$ cat config.mk
export PLATFORM = sky130hd
export DESIGN_NAME = f2i_pipe_flat
export DESIGN_NICKNAME = d
export VERILOG_FILES = /design/src/rtl/f2i_pkg.sv /design/src/rtl/f2i_if.sv /design/src/rtl/f2i_round.sv /design/src/rtl/f2i_pipe.sv /design/src/flat_wrapper.sv
export SDC_FILE = /design/constraint.sdc
export NUM_CORES = 1
export LEC_CHECK = 0
export BUFFER_PORTS_ARGS = -buffer_cell sky130_fd_sc_hd__buf_2
export CORE_ASPECT_RATIO = 1.4
export CORE_MARGIN = 8
export CORE_UTILIZATION = 55
export DETAILED_ROUTE_END_ITERATION = 12
export HOLD_SLACK_MARGIN = 0.1
export PLACE_DENSITY = 0.74
export SLEW_MARGIN = 20
export SYNTH_ARGS = -nofsm -noshare
export SYNTH_HDL_FRONTEND = slang
export SYNTH_SLANG_ARGS = --single-unit
$ cat constraint.sdc
create_clock -name clk -period 6.59 [get_ports clk]
set_input_delay 0.9885 -clock clk [delete_from_list [all_inputs] [get_ports clk]]
set_output_delay 0.9885 -clock clk [all_outputs]
set_load 0.01 [all_outputs]
$ cat src/rtl/f2i_pkg.sv
// Shared types for the pipelined float-to-integer converter: rounding modes,
// operand classes and the per-result exception flags.
package f2i_pkg;

    typedef enum logic [1:0] {
        RND_RZ  = 2'd0,
        RND_RNE = 2'd1,
        RND_RUP = 2'd2,
        RND_RDN = 2'd3
    } rnd_mode_e;

    typedef enum logic [2:0] {
        ZERO,
        SUB,
        NORM,
        INF,
        NAN
    } fp_class_e;

    typedef struct packed {
        logic p_lost;
        logic denorm;
        logic invalid;
    } f2i_flags_t;

    function automatic fp_class_e classify(input logic exp_zero,
                                           input logic exp_ones,
                                           input logic frac_zero);
        if (exp_zero)      return frac_zero ? ZERO : SUB;
        else if (exp_ones) return frac_zero ? INF : NAN;
        else               return NORM;
    endfunction

endpackage

$ cat src/rtl/f2i_if.sv
// Valid/ready bundle between an FP producer, the converter and an integer consumer.
interface f2i_if
    import f2i_pkg::*;
#(
    parameter int EXP_W  = 8,
    parameter int FRAC_W = 23,
    parameter int INT_W  = 32
);
    logic                    in_valid;
    logic                    in_ready;
    logic [EXP_W+FRAC_W:0]   in_data;
    rnd_mode_e               in_rnd;
    logic                    out_valid;
    logic                    out_ready;
    logic [INT_W-1:0]        out_data;
    logic                    out_p_lost;
    logic                    out_denorm;
    logic                    out_invalid;

    modport master (
        output in_valid, in_data, in_rnd, out_ready,
        input  in_ready, out_valid, out_data, out_p_lost, out_denorm, out_invalid
    );

    modport slave (
        input  in_valid, in_data, in_rnd, out_ready,
        output in_ready, out_valid, out_data, out_p_lost, out_denorm, out_invalid
    );
endinterface

$ cat src/rtl/f2i_round.sv
// Final-stage combinational logic: rounding increment, range check,
// saturation and two's-complement negation of the shifted magnitude.
module f2i_round
    import f2i_pkg::*;
#(
    parameter int INT_W = 32
) (
    input  logic             sign,
    input  fp_class_e        cls,
    input  rnd_mode_e        rnd,
    input  logic [INT_W+1:0] m,
    input  logic             g,
    input  logic             s,
    output logic [INT_W-1:0] data,
    output f2i_flags_t       flags
);
    localparam int MW = INT_W + 2;
    localparam logic [MW-1:0]    MAX_NEG = {{(MW-1){1'b0}}, 1'b1} << (INT_W-1);
    localparam logic [MW-1:0]    MAX_POS = MAX_NEG - MW'(1);
    localparam logic [INT_W-1:0] SAT_POS = {1'b0, {(INT_W-1){1'b1}}};
    localparam logic [INT_W-1:0] SAT_NEG = {1'b1, {(INT_W-1){1'b0}}};

    logic             inc;
    logic [MW-1:0]    m_r;
    logic [INT_W-1:0] mag;
    logic             ovf;

    // NOTE: every output of a combinational block gets a default first, so no path can infer a latch.
    always_comb begin
        inc = 1'b0;
        unique case (rnd)
            RND_RZ:  inc = 1'b0;
            RND_RNE: inc = g & (s | m[0]);
            RND_RUP: inc = ~sign & (g | s);
            RND_RDN: inc = sign & (g | s);
            default: inc = 1'b0;
        endcase
    end

    assign m_r = m + MW'(inc);
    assign mag = m_r[INT_W-1:0];
    // The negative side reaches one further: exactly -2^(INT_W-1) is representable.
    assign ovf = sign ? (m_r > MAX_NEG) : (m_r > MAX_POS);

    always_comb begin
        data  = '0;
        flags = '0;
        unique case (cls)
            ZERO: ;
            NAN:  flags.invalid = 1'b1;
            INF: begin
                data          = sign ? SAT_NEG : SAT_POS;
                flags.invalid = 1'b1;
            end
            default: begin
                if (ovf) begin
                    data          = sign ? SAT_NEG : SAT_POS;
                    flags.invalid = 1'b1;
                end else begin
                    data         = sign ? -mag : mag;
                    flags.p_lost = g | s;
                    flags.denorm = (cls == SUB);
                end
            end
        endcase
    end

endmodule

$ cat src/rtl/f2i_pipe.sv
// Three-stage floating-point to signed-integer converter with a global
// valid/ready stall: S1 classify/capture, S2 align, S3 round/saturate.
module f2i_pipe
    import f2i_pkg::*;
#(
    parameter int EXP_W  = 8,
    parameter int FRAC_W = 23,
    parameter int INT_W  = 32
) (
    input logic clk,
    input logic rst_n,
    f2i_if.slave bus
);
    localparam int DW     = INT_W + FRAC_W + 3;
    localparam int MW     = INT_W + 2;
    localparam int BIAS   = 2**(EXP_W-1) - 1;
    localparam int MAX_SH = INT_W + 1;

    logic advance;

    logic              in_sign;
    logic [EXP_W-1:0]  in_exp;
    logic [FRAC_W-1:0] in_frac;
    fp_class_e         in_class;

    logic              s1_valid, s1_sign;
    logic [EXP_W-1:0]  s1_exp;
    logic [FRAC_W-1:0] s1_frac;
    fp_class_e         s1_class;
    rnd_mode_e         s1_rnd;

    int                sh_amt;
    logic [DW-1:0]     shifted;
    logic [MW-1:0]     sh_m;
    logic              sh_g, sh_s;

    logic              s2_valid, s2_sign, s2_g, s2_s;
    fp_class_e         s2_class;
    rnd_mode_e         s2_rnd;
    logic [MW-1:0]     s2_m;

    logic [INT_W-1:0]  rnd_data;
    f2i_flags_t        rnd_flags;

    logic              out_valid_q;
    logic [INT_W-1:0]  out_data_q;
    f2i_flags_t        out_flags_q;

    // A stalled output freezes the whole pipe; bubbles only move when it advances.
    assign advance      = bus.out_ready | ~out_valid_q;
    assign bus.in_ready = advance;

    assign {in_sign, in_exp, in_frac} = bus.in_data;
    assign in_class = classify(in_exp == '0, &in_exp, in_frac == '0);

    // Align {1,frac} so the low FRAC_W+1 bits are the fraction; huge exponents
    // clamp the shift, which still leaves m >= 2^INT_W and trips saturation.
    always_comb begin
        sh_amt  = 0;
        shifted = '0;
        sh_m    = '0;
        sh_g    = 1'b0;
        sh_s    = 1'b0;
        if (s1_class == SUB) begin
            sh_s = 1'b1;
        end else if (s1_class == NORM) begin
            if (int'(s1_exp) < BIAS - 1) begin
                sh_s = 1'b1;
            end else begin
                sh_amt  = int'(s1_exp) - (BIAS - 1);
                if (sh_amt > MAX_SH) sh_amt = MAX_SH;
                shifted = DW'({1'b1, s1_frac}) << sh_amt;
                sh_m    = shifted[DW-1 -: MW];
                sh_g    = shifted[FRAC_W];
                sh_s    = |shifted[FRAC_W-1:0];
            end
        end
    end

    // NOTE: state is updated with non-blocking assignments so every stage samples the pre-edge value of the one before it.
    // NOTE: data registers are reset along with the valids so outputs read a defined zero straight out of reset.
    always_ff @(posedge clk or negedge rst_n) begin
        if (!rst_n) begin
            s1_valid    <= 1'b0;
            s1_sign     <= 1'b0;
            s1_exp      <= '0;
            s1_frac     <= '0;
            s1_class    <= ZERO;
            s1_rnd      <= RND_RZ;
            s2_valid    <= 1'b0;
            s2_sign     <= 1'b0;
            s2_class    <= ZERO;
            s2_rnd      <= RND_RZ;
            s2_m        <= '0;
            s2_g        <= 1'b0;
            s2_s        <= 1'b0;
            out_valid_q <= 1'b0;
            out_data_q  <= '0;
            out_flags_q <= '0;
        end else if (advance) begin
            s1_valid    <= bus.in_valid;
            s1_sign     <= in_sign;
            s1_exp      <= in_exp;
            s1_frac     <= in_frac;
            s1_class    <= in_class;
            s1_rnd      <= bus.in_rnd;
            s2_valid    <= s1_valid;
            s2_sign     <= s1_sign;
            s2_class    <= s1_class;
            s2_rnd      <= s1_rnd;
            s2_m        <= sh_m;
            s2_g        <= sh_g;
            s2_s        <= sh_s;
            out_valid_q <= s2_valid;
            out_data_q  <= rnd_data;
            out_flags_q <= rnd_flags;
        end
    end

    f2i_round #(.INT_W(INT_W)) u_round (
        .sign  (s2_sign),
        .cls   (s2_class),
        .rnd   (s2_rnd),
        .m     (s2_m),
        .g     (s2_g),
        .s     (s2_s),
        .data  (rnd_data),
        .flags (rnd_flags)
    );

    assign bus.out_valid   = out_valid_q;
    assign bus.out_data    = out_data_q;
    assign bus.out_p_lost  = out_flags_q.p_lost;
    assign bus.out_denorm  = out_flags_q.denorm;
    assign bus.out_invalid = out_flags_q.invalid;

endmodule
$ cat src/flat_wrapper.sv
// flat-port wrapper written by rule: the top's interface ports become plain ports
module f2i_pipe_flat import f2i_pkg::*;
#(
    parameter int EXP_W  = 8,
    parameter int FRAC_W = 23,
    parameter int INT_W  = 32
)
  (clk, rst_n, bus_in_valid, bus_in_data, bus_in_rnd, bus_out_ready, bus_in_ready, bus_out_valid, bus_out_data, bus_out_p_lost, bus_out_denorm, bus_out_invalid);
  f2i_if #(.EXP_W(EXP_W), .FRAC_W(FRAC_W), .INT_W(INT_W)) bus_i ();
  input logic clk;
  input logic rst_n;
  input wire logic [$bits(bus_i.in_valid)-1:0] bus_in_valid;
  input wire logic [$bits(bus_i.in_data)-1:0] bus_in_data;
  input wire logic [$bits(bus_i.in_rnd)-1:0] bus_in_rnd;
  input wire logic [$bits(bus_i.out_ready)-1:0] bus_out_ready;
  output wire logic [$bits(bus_i.in_ready)-1:0] bus_in_ready;
  output wire logic [$bits(bus_i.out_valid)-1:0] bus_out_valid;
  output wire logic [$bits(bus_i.out_data)-1:0] bus_out_data;
  output wire logic [$bits(bus_i.out_p_lost)-1:0] bus_out_p_lost;
  output wire logic [$bits(bus_i.out_denorm)-1:0] bus_out_denorm;
  output wire logic [$bits(bus_i.out_invalid)-1:0] bus_out_invalid;
  assign bus_i.in_valid = bus_in_valid;
  assign bus_i.in_data = bus_in_data;
  assign bus_i.in_rnd = bus_in_rnd;
  assign bus_i.out_ready = bus_out_ready;
  assign bus_in_ready = bus_i.in_ready;
  assign bus_out_valid = bus_i.out_valid;
  assign bus_out_data = bus_i.out_data;
  assign bus_out_p_lost = bus_i.out_p_lost;
  assign bus_out_denorm = bus_i.out_denorm;
  assign bus_out_invalid = bus_i.out_invalid;
  f2i_pipe #(.EXP_W(EXP_W), .FRAC_W(FRAC_W), .INT_W(INT_W)) u_core (.clk(clk), .rst_n(rst_n), .bus(bus_i));
endmodule
Word level (Yosys, flattened, before mapping)
Cells that the tools add are included.

cells by class
  add/sub/neg operators = 3
  magnitude comparators = 4
  eq/ne operators = 8
  shifts and indexed selects = 1
  muxes and demuxes = 27
  bitwise gates (word level) = 8
  reductions and logical operators = 9

operators by type and width
  kind                                                             count
  2-to-1 mux 32 bit                                                7
  2-to-1 mux 34 bit                                                3
  case mux 32 bit (2 select lines)                                 1
  << shifter 24 x 32 -> 58 bit                                     1
  adder 34 x 1 -> 34 bit                                           1
  greater-than comparator 34 x 31 -> 1 bit, second input constant  1
  greater-than comparator 34 x 32 -> 1 bit, second input constant  1
  greater-than comparator 32 x 7 -> 1 bit, second input constant   1
  negator 32 bit                                                   1
  logical NOT 23 bit                                               1
  OR reduction 23 bit                                              1
  2-to-1 mux 1 bit                                                 9
  2-to-1 mux 3 bit                                                 3
  subtractor 8 x 7 -> 9 bit, second input constant                 1
  logical NOT 8 bit                                                1
  < comparator 8 x 7 -> 1 bit, second input constant               1
  AND reduction 8 bit                                              1
  == test 3 x 1 -> 1 bit, second input constant                    2
  == test 3 x 2 -> 1 bit, second input constant                    2
  == test 2 bit, second input constant                             2
  2-to-1 mux 2 bit                                                 2
  case mux 1 bit (4 select lines)                                  1
  OR reduction 2 bit                                               2
  AND 1 bit                                                        3
  8 further kinds                                                  11

word-level totals
  register bits after elaboration = 117
  input port bits = 38
  word-level logic and storage cells = 78

Longest topological paths before layout
Gate-level depths: netlist of the first run.

  depth after elaboration = 11
  mapped depth = 19

Modules after synthesis
A second synthesis of the first run with hierarchy kept.

unflattened totals
  cells, all modules = 1212
  area total of the unflattened synthesis = 9290.2 um^2

modules (own cells, without submodules)
  module     instances  cells each  area each (um^2)  seq. area each (um^2)
  f2i_pipe   1          865         7150.6            2927.8
  f2i_round  1          347         2139.6            0.0

Least setup slack after synthesis of the first run
No wires, ideal clock.

  kind = flip-flop to flip-flop
  start = register u_core.s2_sign
  end = register u_core.out_data_q[23], in the netlist u_core.bus.out_data[23]
  arrival = 4456 ps
  data required time = 6495 ps
  slack = 2040 ps
  stages on the path, launching flop included = 20
  path buffers = 4
  clock period less this slack = 4550 ps
  cells stage by stage = dfrtp_1 > clkbuf_1 > inv_1 > clkbuf_1 > a31oi_1 > nor3b_1 > ha_1 > ha_1 > nand2_1 > nor2_2 > and4_1 > mux2_2 > mux2i_1 > or4b_1 > buf_2 > nor4_4 > o31ai_2 > and2_1 > buf_6 > nor4_4

between the ends
  longest elaborated chain between the ends = 8
  elaborated cells between the ends (all ways) = 13
  those cells by class = 2 x add/sub; 2 x order compare; 6 x mux; 3 x bitwise

ends and longest elaborated chain
  element                                                line                              source
  start, declared                                        f2i_pipe.sv:37                    logic s2_valid, s2_sign, s2_g, s2_s;
  start signal, assigned                                 f2i_pipe.sv:108                   s2_sign <= s1_sign;
  NOT 1 bit                                              f2i_round.sv:34                   RND_RUP: inc = ~sign & (g | s);
  AND 1 bit                                              f2i_round.sv:34
  case mux 1 bit (4 select lines)                        f2i_round.sv:31                   unique case (rnd)
  adder 34 x 1 -> 34 bit                                 f2i_round.sv:40                   assign m_r = m + MW'(inc);
  negator 32 bit (tied with other cells)                 f2i_round.sv:60                   data = sign ? -mag : mag;
  2-to-1 mux 32 bit or 2-to-1 mux 1 bit (tied branches)  f2i_round.sv:60, f2i_round.sv:43
  2-to-1 mux 32 bit                                      f2i_round.sv:56                   if (ovf) begin
  case mux 32 bit (2 select lines) (*)                   f2i_round.sv:48                   unique case (cls)
  end signal, assigned                                   f2i_pipe.sv:115                   out_data_q <= rnd_data;
  end, declared                                          f2i_pipe.sv:46                    logic [INT_W-1:0] out_data_q;

Every way passes the cells marked *; elsewhere a longest branch is shown, timed or not.
A chain may end at the register's enable or synchronous reset.

Worst setup path after layout of the first run
Same ends and word-level chain as after synthesis.

==> results.cfg, run 1 <==
[outcome]
status = finished clean

[drt]
viasPerCell = 6.60
firstDrtPassIters = 5
vias = 9289
drt_iter0_drc = 877
wirelength_um = 30200
avgRoutedWirePerCell_um = 21.4
antenna_left = 0
route.detailed.drc = 0

[power_and_ir_drop]
leakagePower_nw = 4.30
vdd_ir_drop_max_mv = 0.334
total_power_mw = 4.89
p_per_area_nw_per_um2 = 488

[synthesis]
yosys_warnings = 0
synth_seq_area_share_pct = 32.6
syn-instance-count = 1162
synth_edf_count = 0
synth_area_um2 = 8970
ys_seq_elements = 117
ys.flop_type = dfrtp_1
yosysMostFrequentCell = nand2_1
postSynthAreaPerCell_um2 = 7.72
synth_top_area_share_pct = 32.6
synth.distinct_cells = 86
syn-num-nets = 1205
synth_commonest_cells = 232 x nand2_1, 117 x dfrtp_1, 94 x o21ai_0, 88 x nor2_1, 65 x clkbuf_1
async_flop_share_pct = 100
synth_area_leader_cell = dfrtp_1
netlist_top_cells_area = dfrtp_1 33%, nand2_1 9.7%, o21ai_0 5.2%

[floorplanning]
start_util_pct = 55.7
dieArea_um2 = 20700
core_area_um2 = 16100
die_y_um = 167
ios = 75
die_w_um = 124
rows = 55

[sta]
holdWs_ns = 0.462
finalSetupViolations = 0
max_slew_margin_pct = 39.7
max_freq_ghz = 0.188
slew_violations = 0
finalCritPeriodShare_pct = 80.9
fin_crit_ns = 5.33
finalClockSkew_ns = 0.0132
rsz0062_at_grt = false
worstMarginPinSlew_ns = 0.901
finalHoldViolations = 0
tns_ns = 0

[worst_setup_path]
cp_num_buf_inv = 3
required_ns = 6.92
endpoint_kind = register
cp_cell_sequence = buf_4 > inv_1 > a31oi_1 > nor3b_1 > ha_1 > ha_1 > nand2_1 > nor2_2 > and4_1 > mux2_2 > mux2i_1 > or4b_1 > nor4_4 > o31ai_2 > buf_4 > and2_1 > nor4_4
worstPathArrival_ns = 5.66
cpMaxStageDelayCell = or4b_1
cp_max_fo = 28
critical_path_class = register to register
max_stage_delay_ns = 0.70
cp-start-kind = register
crit_family = simple AND/OR/NAND/NOR gates

[cells_and_area]
final_cells = 1407
diodes = 0
layout-drive-gt1-share_pct = 13.5
fin_nets = 1239
area_delta_synth_final_pct = 11.5
fill_cells = 1501

[global_route]
grt_max_degree = 67
grt_pass1_wl_um = 47700
grt_pass1_vias = 8850
antenna_found_initial = 0
grt_util_all_layers_pct = 29.2
grt_overflow = 0

[clock_tree]
cts_tree = built
cts_setup_buffers = 0
htreeDepth = 4
clock_latency_ns = 0.43
cts_hold_buffers = 0
path_clk_slew_ns = 0.06
numCtsBuffers = 17
clk_path_buf_depth = 2
clock_sinks = 117
clockRootBuffer = clkbuf_16
cts_resized = 0

[place]
dp.cells = 1376
gp_congestion = 1.01
dp_hpwl_um = 22400
port_buffers = 74

[min_path]
hp-class = register to register

[flow_run]
maxCapViolations = 0
where the power goes:
part | leakage (nW) | internal, mW | total, mW | switching, mW
registers | 1.49 | 0.958 | 1.27 | 0.307
logic | 2.55 | 1.02 | 2.75 | 1.72
clock network | 0.258 | 0.518 | 0.874 | 0.356
cell families (layout without fill, tap and decap cells):
kind of cell	Yosys count	after routing	share of synthesized area [%]
buffers and inverters	103	149	4.57
and+or+nand+nor	492	492	26.0
DFF	117	117	32.6
xor gates and xnor gates	61	61	5.95
muxes	34	34	4.06
adders and majority gates	5	5	0.697
AOI/OAI and AO/OA	350	350	26.1
placed cells by master (no fill, tap or decap), drive strengths merged, types with 5 or more instances in the layout:
cell type	instances
clkbuf	17
clkinv	6
or2	6
o211ai	6
o31ai	9
and2	5
o22ai	13
ha	5
nand3	35
a221oi	8
and4	7
mux2	9
a21oi	57
a31oi	14
a311oi	7
nor3	27
o21ai	97
a32oi	5
xnor2	35
dfrtp	117
o221ai	7
nand4	26
xor2	26
o21a	30
nand2	233
nand2b	6
mux2i	24
buf	97
nor4	18
a211oi	22
nor2	89
clkinvlp	5
inv	23
a22oi	18
a22o	8
and3	17
sequential cells by signal, summed over array words and instances (netlist names):
signal,count
u_core.bus.out_data,32
u_core.s2_rnd,2
u_core.bus.out_invalid,1
u_core.s1_class,3
u_core.bus.out_valid,1
u_core.bus.out_p_lost,1
u_core.s1_exp,8
u_core.bus.out_denorm,1
u_core.s1_rnd,2
u_core.s2_g,1
u_core.s2_sign,1
u_core.s1_frac,23
u_core.s1_valid,1
u_core.s2_valid,1
u_core.s2_m,34
u_core.s2_s,1
u_core.s1_sign,1
u_core.s2_class,3
per-layer routing:
metal  up-vias  wire length, µm  track usage, %
li1       4334                -               -
met1      4372            11000            31.9
met2       454            15000            49.5
met3       129             1910            4.64
met4         0             2240            21.3
met5         -                0               0
layout make-up:
cell class,count,area [µm²],share of cell area (%)
multi-input cells,942,5650,56.4
clock inverters,14,130,1.30
repair buffers,97,546,5.45
flip-flops and latches,117,2930,29.3
well taps,199,249,2.49
inverters,21,78.8,0.788
clock buffers,17,425,4.25
per-stage QoR:
step / util [%] / cell area (µm²) / setup WS (ns)
2_1_floorplan: - / 8970 / 2.04
3_3_place_gp: 58.7 / 9450 / 1.50
3_5_place_dp: 58.7 / 9450 / 1.34
4_1_cts: 62.1 / 10000 / 1.32
5_1_grt: 62.1 / 10000 / 0.799
6_report: 62.1 / 10000 / 1.26
path summary, 6_finish.rpt:
kind,start,end,slack [ns],cells past startpoint
worst max-delay path,u_core.s2_sign,u_core.bus.out_data[23],1.26,17
min in group asynchronous,rst_n,u_core.bus.out_data[19],0.59,1
worst min register to register,u_core.s2_valid,u_core.bus.out_valid,0.46,1
max in group asynchronous,rst_n,u_core.s1_frac[2],4.70,2
worst max register to register,u_core.s2_sign,u_core.bus.out_data[23],1.26,17
worst min-delay path,u_core.s2_valid,u_core.bus.out_valid,0.46,1
Note: power is estimated with default switching activity, not from simulation.
==> run 2, diff against run 1 <==
- PLACE_DENSITY: 0.74 -> 0.77
- clock period: 6.59 -> 4.47 ns (I/O delays scaled with it)
==> run 2 against run 1 <==
  * Global-route usage up 1.5 points
  * Final area is 4.3% higher
  * First-iteration DRC count is 6.5% higher
  * Die area unchanged
  * Count of clock-buffer cells in the layout is the same
  * Clock power up 54%
  * Cell count increased by 3.6%
  * Non-clock buffer count grew 50
  * Wire length up 5.5%
  * Critical path type unchanged
  * Critical endpoint unchanged
  * Largest cell class unchanged
==> results.cfg, run 2 (synthesis gave the netlist of run 1 again) <==
[clock_tree]
clockRootBuffer = clkbuf_16
clock_sinks = 117
htreeDepth = 4
clock_latency_ns = 0.42
cts_setup_buffers = 0
numCtsBuffers = 17
clk_path_buf_depth = 2
path_clk_slew_ns = 0.06
cts_tree = built

[cells_and_area]
diodes = 0
mostFrequentLayoutCells = 231 x nand2_1, 117 x dfrtp_1, 91 x o21ai_0, 87 x nor2_1
top_register = u_core.s2_m
largest_register_ffs = 34
layout_commonest_cell = nand2_1
fin_nets = 1289
layout-drive-gt1-share_pct = 17.2
area_delta_synth_final_pct = 16.2

[floorplanning]
dieArea_um2 = 20700
core_area_um2 = 16100
die_w_um = 124
die_y_um = 167
ios = 75
rows = 55
start_util_pct = 55.7

[place]
port_buffers = 74
gp_congestion = 1.09
dp_hpwl_um = 24000
place_ws_ns = 0.0596

[global_route]
antenna_found_initial = 0
grt_util_all_layers_pct = 30.7
grt_pass1_vias = 9342
grt_max_degree = 90
grt_overflow = 0
grt_pass1_wl_um = 49900

[worst_setup_path]
critical_path_class = register to register
required_ns = 4.80
cp_cell_sequence = inv_1 > a31oi_1 > nor3b_2 > ha_1 > ha_2 > nand3_1 > xor2_1 > nor3b_2 > nand4_1 > a2111o_1 > or4b_4 > nor4_4 > o31ai_2 > and2_1 > nor4_4
max_stage_delay_ns = 0.65
cp_max_fo = 8
cpMaxStageDelayCell = or4b_4
worstPathArrival_ns = 4.48
startpoint = u_core.s2_sign
endpoint_kind = register
r2r_setup_slack_ns = 0.33
cp-start-kind = register
crit_family = simple AND/OR/NAND/NOR gates
cp.depth = 15
cp_num_buf_inv = 1
r2r_cells = 15
reg2reg_from = u_core.s2_sign
r2r_end = u_core.bus.out_data[23]

[power_and_ir_drop]
leakagePower_nw = 4.56
power_switching_mw = 3.65
swShare_pct = 47.8
seqPwrFrac_pct = 24.7
p_per_area_nw_per_um2 = 731
comb_power_share_pct = 57.6
vdd_ir_drop_max_mv = 0.455
p_int_mw = 3.98
pwr-share-clk_pct = 17.7

[sta]
fin_crit_ns = 4.14
finalCritPeriodShare_pct = 92.7
setup_slack_ns = 0.327
finalSetupViolations = 0
tns_ns = 0
worstMarginPinSlew_ns = 0.985
rsz0062_at_grt = false
finalClockSkew_ns = 0.0115
finalHoldViolations = 0
max_freq_ghz = 0.241
slew_violations = 0
max_slew_margin_pct = 33.9

[drt]
route.detailed.drc = 0
viasPerCell = 6.54
wirelength_um = 31800
firstDrtPassIters = 6
antenna_left = 0
avgRoutedWirePerCell_um = 21.8
vias = 9533
drt_iter0_drc = 934

[outcome]
status = finished clean

[flow_run]
maxCapViolations = 0

[min_path]
hp-class = input pin to async pin
run 2: cell types whose count changed in the layout (fill, tap and decap cells not counted), moves of 2 or more:
cell	delta
o21ai_0	-2
buf_4	+49
o21ai_1	+3
clkinvlp_4	-2
run 2: final cells by class:
cell class / count / area [µm²]
inverters: 21 / 78.8
repair buffers: 147 / 933
clock inverters: 14 / 153
fillers: 1468 / 5670
clock buffers: 17 / 425
flip-flops and latches: 117 / 2930
multi-input cells: 942 / 5660
well taps: 199 / 249
run 2: how the worst max path moves through the flow:
stage / slack [ns] / end
6_report: 0.33 / u_core.bus.out_data[23]
3_3_place_gp: 0.16 / u_core.bus.out_data[23]
2_1_floorplan: 0.09 / u_core.bus.out_data[23]
5_1_grt: 0.06 / u_core.bus.out_data[20]
4_1_cts: 0.05 / u_core.bus.out_data[23]
3_5_place_dp: 0.06 / u_core.bus.out_data[23]
run 2: what timing repair did:
item                                    in CTS  in global routing
endpoints found under the setup margin       0                 31
hold buffers                                 0                  0
resized for setup                            0                  6
endpoints found under the hold margin        0                  0
run 2: metal layers:
metal  wire (µm)  share of wire, %  global-route usage [%]  vias to the layer above
li1            -                 -                       -                     4439
met1       11200                35                    31.7                     4496
met2       16300                51                    53.9                      442
met3        1780               5.6                    4.78                      156
met4        2500               7.9                    22.6                        0
met5           0                 0                       0                        -
run 2: power by group through the flow:
stage	combinational, mW	sequential, mW	clock [mW]
after floorplan	2.95	1.74	0
after global placement	4.26	1.87	0
after detailed placement	4.29	1.88	0
after CTS	4.31	1.86	1.36
after global routing	4.76	1.92	1.40
final	4.39	1.88	1.35
run 2: metrics by stage:
stage	cells	util (%)	total power, mW	hold slack [ns]	cell area [µm²]
after floorplan	1162	-	4.69	0.375	8980
after global placement	1426	61.1	6.13	0.442	9840
after detailed placement	1426	61.1	6.16	0.448	9840
after CTS	1457	64.7	7.53	0.247	10400
after global routing	1457	64.8	8.08	0.268	10400
final	1457	64.8	7.62	0.235	10400
